File: config.mk
export PLATFORM = sky130hd
export DESIGN_NAME = seq_gen
export DESIGN_NICKNAME = d
export VERILOG_FILES = /design/src/rtl/seq_gen.sv
export SDC_FILE = /design/constraint.sdc
export NUM_CORES = 1
export LEC_CHECK = 0
export CAP_MARGIN = 20
export CORE_ASPECT_RATIO = 1.5
export CORE_MARGIN = 5
export CORE_UTILIZATION = 45
export DETAILED_ROUTE_END_ITERATION = 8
export PLACE_DENSITY = 0.68
export SLEW_MARGIN = 20
export SYNTH_ARGS = -nofsm -noshare
export SYNTH_HDL_FRONTEND = slang
export SYNTH_SLANG_ARGS = --single-unit
File: constraint.sdc
create_clock -name clk -period 4.81 [get_ports clk]
set_input_delay 0.7215 -clock clk [delete_from_list [all_inputs] [get_ports clk]]
set_output_delay 0.7215 -clock clk [all_outputs]
set_load 0.01 [all_outputs]
File: src/rtl/seq_gen.sv
// rtl/seq_gen.sv - serial bit-sequence generator, MSB of the active field first, with repeat passes.
// Optional macro SEQ_GEN_GAP_EN inserts one idle-level gap cycle between passes.
module seq_gen #(
    parameter int WIDTH = 16,
    parameter int LEN_W = 5,
    parameter int RPT_W = 4
) (
    input  logic             clk,
    input  logic             rst_n,
    input  logic             start,
    input  logic             abort,
    input  logic [WIDTH-1:0] pattern,
    input  logic [LEN_W-1:0] len,
    input  logic [RPT_W-1:0] rpt,
    output logic             out,
    output logic             valid,
    output logic             busy,
    output logic             done
);

`ifdef SEQ_GEN_GAP_EN
    typedef enum logic [1:0] {
        ST_IDLE = 2'd0,
        ST_SEND = 2'd1,
        ST_GAP  = 2'd2,
        ST_DONE = 2'd3
    } state_t;
`else
    typedef enum logic [1:0] {
        ST_IDLE = 2'd0,
        ST_SEND = 2'd1,
        ST_DONE = 2'd3
    } state_t;
`endif

    localparam logic [LEN_W-1:0] WIDTH_L = LEN_W'(WIDTH);

    state_t           r_state;
    logic [WIDTH-1:0] r_pattern;
    logic [LEN_W-1:0] r_len;
    logic [LEN_W-1:0] r_index;
    logic [RPT_W-1:0] r_pass;
    logic             r_out;
    logic             r_valid;
    logic             r_busy;
    logic             r_done;

    logic [LEN_W-1:0] w_len_eff;
    logic [LEN_W-1:0] w_first_idx;
    logic [LEN_W-1:0] w_reload_idx;
    logic [LEN_W-1:0] w_next_idx;
    logic             w_last_bit;

    assign w_len_eff    = (len > WIDTH_L) ? WIDTH_L : len;
    assign w_first_idx  = w_len_eff - LEN_W'(1);
    assign w_reload_idx = r_len - LEN_W'(1);
    assign w_next_idx   = r_index - LEN_W'(1);
    assign w_last_bit   = (r_index == '0);

    // Shift rather than index so the LEN_W-bit index never has to match the pattern's index width.
    function automatic logic bit_at(input logic [WIDTH-1:0] pat, input logic [LEN_W-1:0] idx);
        logic [WIDTH-1:0] shifted;
        shifted = pat >> idx;
        return shifted[0];
    endfunction

    always_ff @(posedge clk or negedge rst_n) begin
        if (!rst_n) begin
            r_state   <= ST_IDLE;
            r_pattern <= '0;
            r_len     <= '0;
            r_index   <= '0;
            r_pass    <= '0;
            r_out     <= 1'b1;
            r_valid   <= 1'b0;
            r_busy    <= 1'b0;
            r_done    <= 1'b0;
        end else if (abort && (r_state != ST_IDLE)) begin
            r_state <= ST_IDLE;
            r_out   <= 1'b1;
            r_valid <= 1'b0;
            r_busy  <= 1'b0;
            r_done  <= 1'b0;
        end else begin
            case (r_state)
                ST_IDLE: begin
                    r_done <= 1'b0;
                    if (start && !abort && (len != '0)) begin
                        r_pattern <= pattern;
                        r_len     <= w_len_eff;
                        r_index   <= w_first_idx;
                        r_pass    <= rpt;
                        r_out     <= bit_at(pattern, w_first_idx);
                        r_valid   <= 1'b1;
                        r_busy    <= 1'b1;
                        r_state   <= ST_SEND;
                    end
                end
                ST_SEND: begin
                    if (!w_last_bit) begin
                        r_index <= w_next_idx;
                        r_out   <= bit_at(r_pattern, w_next_idx);
                    end else if (r_pass != '0) begin
                        r_pass <= r_pass - RPT_W'(1);
`ifdef SEQ_GEN_GAP_EN
                        r_state <= ST_GAP;
                        r_out   <= 1'b1;
                        r_valid <= 1'b0;
`else
                        r_index <= w_reload_idx;
                        r_out   <= bit_at(r_pattern, w_reload_idx);
`endif
                    end else begin
                        r_state <= ST_DONE;
                        r_out   <= 1'b1;
                        r_valid <= 1'b0;
                        r_done  <= 1'b1;
                    end
                end
`ifdef SEQ_GEN_GAP_EN
                ST_GAP: begin
                    r_index <= w_reload_idx;
                    r_out   <= bit_at(r_pattern, w_reload_idx);
                    r_valid <= 1'b1;
                    r_state <= ST_SEND;
                end
`endif
                ST_DONE: begin
                    r_state <= ST_IDLE;
                    r_done  <= 1'b0;
                    r_busy  <= 1'b0;
                end
                default: begin
                    r_state <= ST_IDLE;
                    r_out   <= 1'b1;
                    r_valid <= 1'b0;
                    r_busy  <= 1'b0;
                    r_done  <= 1'b0;
                end
            endcase
        end
    end

    assign out   = r_out;
    assign valid = r_valid;
    assign busy  = r_busy;
    assign done  = r_done;

endmodule

==> impl_metrics.py <==
metrics = {
    "cells_and_area": {
        "insertedDiodeCount": 0,
        "nNetsFinal": 290,
        "layout_commonest_cell": "dfrtp_1",
        "drive_gt1_frac": 0.1202,
        "final_util": 0.5464,
        "area_growth_pct": 18.85,
        "fill_cells": 507,
        "final_cell_mix": "35 x dfrtp_1, 32 x clkdlybuf4s50_1, 19 x nor2_1, 16 x nand2_1, 16 x mux2_1",
    },
    "yosys": {
        "netlist_area_um2": 2356,
        "synthCells": 227,
        "synth-edff-count": 0,
        "async_flop_share": 1.000,
        "synth-main-ff-cell": "dfrtp_1",
        "synth-seq-cells": 36,
        "syn_nets": 260,
        "ys_types": 52,
        "ys_warn_count": 0,
        "ys_seq_area_frac": 0.3829,
        "syn_area_per_cell_um2": 10.38,
    },
    "worst_hold_path": {
        "hold_path_class": "flip-flop to flip-flop",
    },
    "power_and_ir_drop": {
        "p_clk_frac": 0.232,
        "p_int_uw": 687.2,
        "seq_power_share": 0.416,
        "ir_drop_mv": 0.1828,
        "switching_share": 0.3329,
        "power_density_nw_per_um2": 367.9,
        "leakagePower_uw": 0.001123,
        "combPwrFrac": 0.352,
        "switchingPower_uw": 342.9,
    },
    "die": {
        "die_y_um": 98.62,
        "ios": 33,
        "start_util": 0.4597,
        "fp.dieW_um": 69.08,
        "fp.dieArea_um2": 6813,
        "rows": 32,
        "core_area_um2": 5125,
    },
    "clock_network": {
        "cts_resized": 0,
        "path_clk_slew_ns": 0.07,
        "h-tree-depth": 2,
        "clk_latency_ns": 0.29,
        "cts_sinks": 36,
        "cts_buffer_depth": 2,
        "root_buffer": "clkbuf_8",
        "cts_tree": "built",
        "hold_buffers": 0,
        "numCtsBuffers": 5,
        "post_cts_buffers": 0,
    },
    "critical_path": {
        "critical_path.max_fanout": 8,
        "end_kind": "flip-flop",
        "cp.required_ns": 5.03,
        "crit_arrival_ns": 3.39,
        "path_class": "input port to flip-flop",
        "start_kind": "input port",
    },
    "timing": {
        "rsz0062_at_grt": "no",
        "final_hold_viol_count": 0,
        "fmax_mhz": 315.9,
        "slew_violations": 0,
        "worstMarginPinSlew_ns": 0.7407,
        "fin_crit_ns": 3.166,
        "period_share": 0.6582,
        "skew_ns": 0.005682,
        "setup_viol": 0,
        "worst_slew_margin_rel": 0.5062,
        "setup_tns_ns": 0,
    },
    "place": {
        "io_buffers": 32,
        "dp_hpwl_um": 4259,
        "gp_congestion": 0.8949,
    },
    "global_routing": {
        "grt_pass1_wl_um": 9466,
        "met2_usage": 0.2993,
        "gr-usage-met3": 0.03673,
        "met1_usage": 0.2021,
        "grt_antenna_before_repair": 0,
        "grt_pass1_vias": 1899,
        "grt_usage": 0.1727,
        "overflow": 0,
        "grt_max_degree": 37,
        "busiest_layer": "met2",
    },
    "route": {
        "ant_nets": 0,
        "dr_total_vias": 1894,
        "drtPass1Iterations": 4,
        "drt_iter0_markers": 67,
        "wl_per_cell_um": 17.04,
        "via_per_inst": 5.810,
        "drt_wl_total_um": 5554,
        "drc": 0,
    },
    "job": {
        "cap_violations": 0,
    },
    "run_status": {
        "outcome": "finished, final reports clean",
    },
}
[critical path: stages]
cell	delay, ns
clkdlybuf4s50_1	0.63
nor2b_1	0.34
inv_1	0.13
ha_1	0.26
nor4b_1	0.19
a2111oi_2	0.46
inv_1	0.08
o41a_1	0.41
a31oi_1	0.16
[per-layer routing]
layer | wire (µm) | vias to the layer above
met1 | 2247 | 938
met3 | 249 | 12
met2 | 2877 | 49
li1 | - | 895
met5 | 0 | -
met4 | 179 | 0
[path summary, 6_finish.rpt]
path                          startpoint             to  slack [ns]  cells after the start
max                               len[0]            out        1.64                      9
min                        r_pattern[15]  r_pattern[15]        0.52                      1
max reg2reg                   r_index[0]     r_index[0]        2.32                      8
min reg2reg                r_pattern[15]  r_pattern[15]        0.52                      1
max in group asynchronous          rst_n            out        3.62                      2
min in group asynchronous          rst_n       r_len[3]        0.85                      2
[Yosys cell counts, types with 2 or more instances]
master | number | share of area
dfrtp_1 | 35 | 0.37
nor2_1 | 19 | 0.030
mux2_1 | 16 | 0.076
nand2_1 | 16 | 0.025
o21ai_1 | 13 | 0.028
a21oi_1 | 12 | 0.025
inv_1 | 12 | 0.019
mux4_2 | 10 | 0.096
o21ai_0 | 8 | 0.017
nand2b_1 | 7 | 0.019
a211oi_1 | 6 | 0.019
nor3_1 | 6 | 0.013
mux2i_1 | 5 | 0.021
or3_1 | 5 | 0.013
buf_2 | 4 | 0.0085
ha_1 | 4 | 0.021
nor2b_1 | 4 | 0.011
buf_6 | 3 | 0.014
nor3b_1 | 3 | 0.0096
clkbuf_1 | 2 | 0.0032
o21ai_4 | 2 | 0.014
o22ai_1 | 2 | 0.0053
o32ai_1 | 2 | 0.0074
xnor2_1 | 2 | 0.0074
xor2_1 | 2 | 0.0074
[sequential cells by signal (all words and copies together), names as in the netlist]
register	count
r_state	2
out	1
r_index	5
r_len	5
valid	1
busy	1
r_pass	4
done	1
r_pattern	16
[through the flow]
step	power (µW)	setup slack [ns]	instance area (µm²)	cells	hold WS (ns)
5_1_grt	1098	1.390	2800	326	0.5383
3_3_place_gp	784.7	1.431	2700	318	0.4952
2_1_floorplan	686.1	2.105	2356	227	0.4259
6_report	1030	1.644	2800	326	0.5193
4_1_cts	1038	1.641	2800	326	0.5212
3_5_place_dp	795.5	1.332	2700	318	0.5007
[cell type report]
type,instances,area [µm²],share of cell area
repair buffers,33,327.8,0.1171
clock buffers,8,100.1,0.03575
well taps,68,85.08,0.03038
flip-flops and latches,36,902.1,0.3222
multi-input cells,168,1336,0.4772
inverters,13,48.80,0.01743
[cell families after synthesis]
family / synth area share
and+or+nand+nor: 0.1466
buffers and inverters: 0.04992
DFF: 0.3829
adders and majority gates: 0.02124
AOI/OAI and AO/OA: 0.1795
xor gates and xnor gates: 0.02178
muxes: 0.1981
[power groups by stage]
stage	logic (µW)	registers (µW)	clock network, µW
final	363	429	239
after global routing	401	438	258
after CTS	363	429	246
after detailed placement	361	434	0
after global placement	354	430	0
after floorplan	281	405	0
Note: power is estimated with default switching activity, not from simulation.
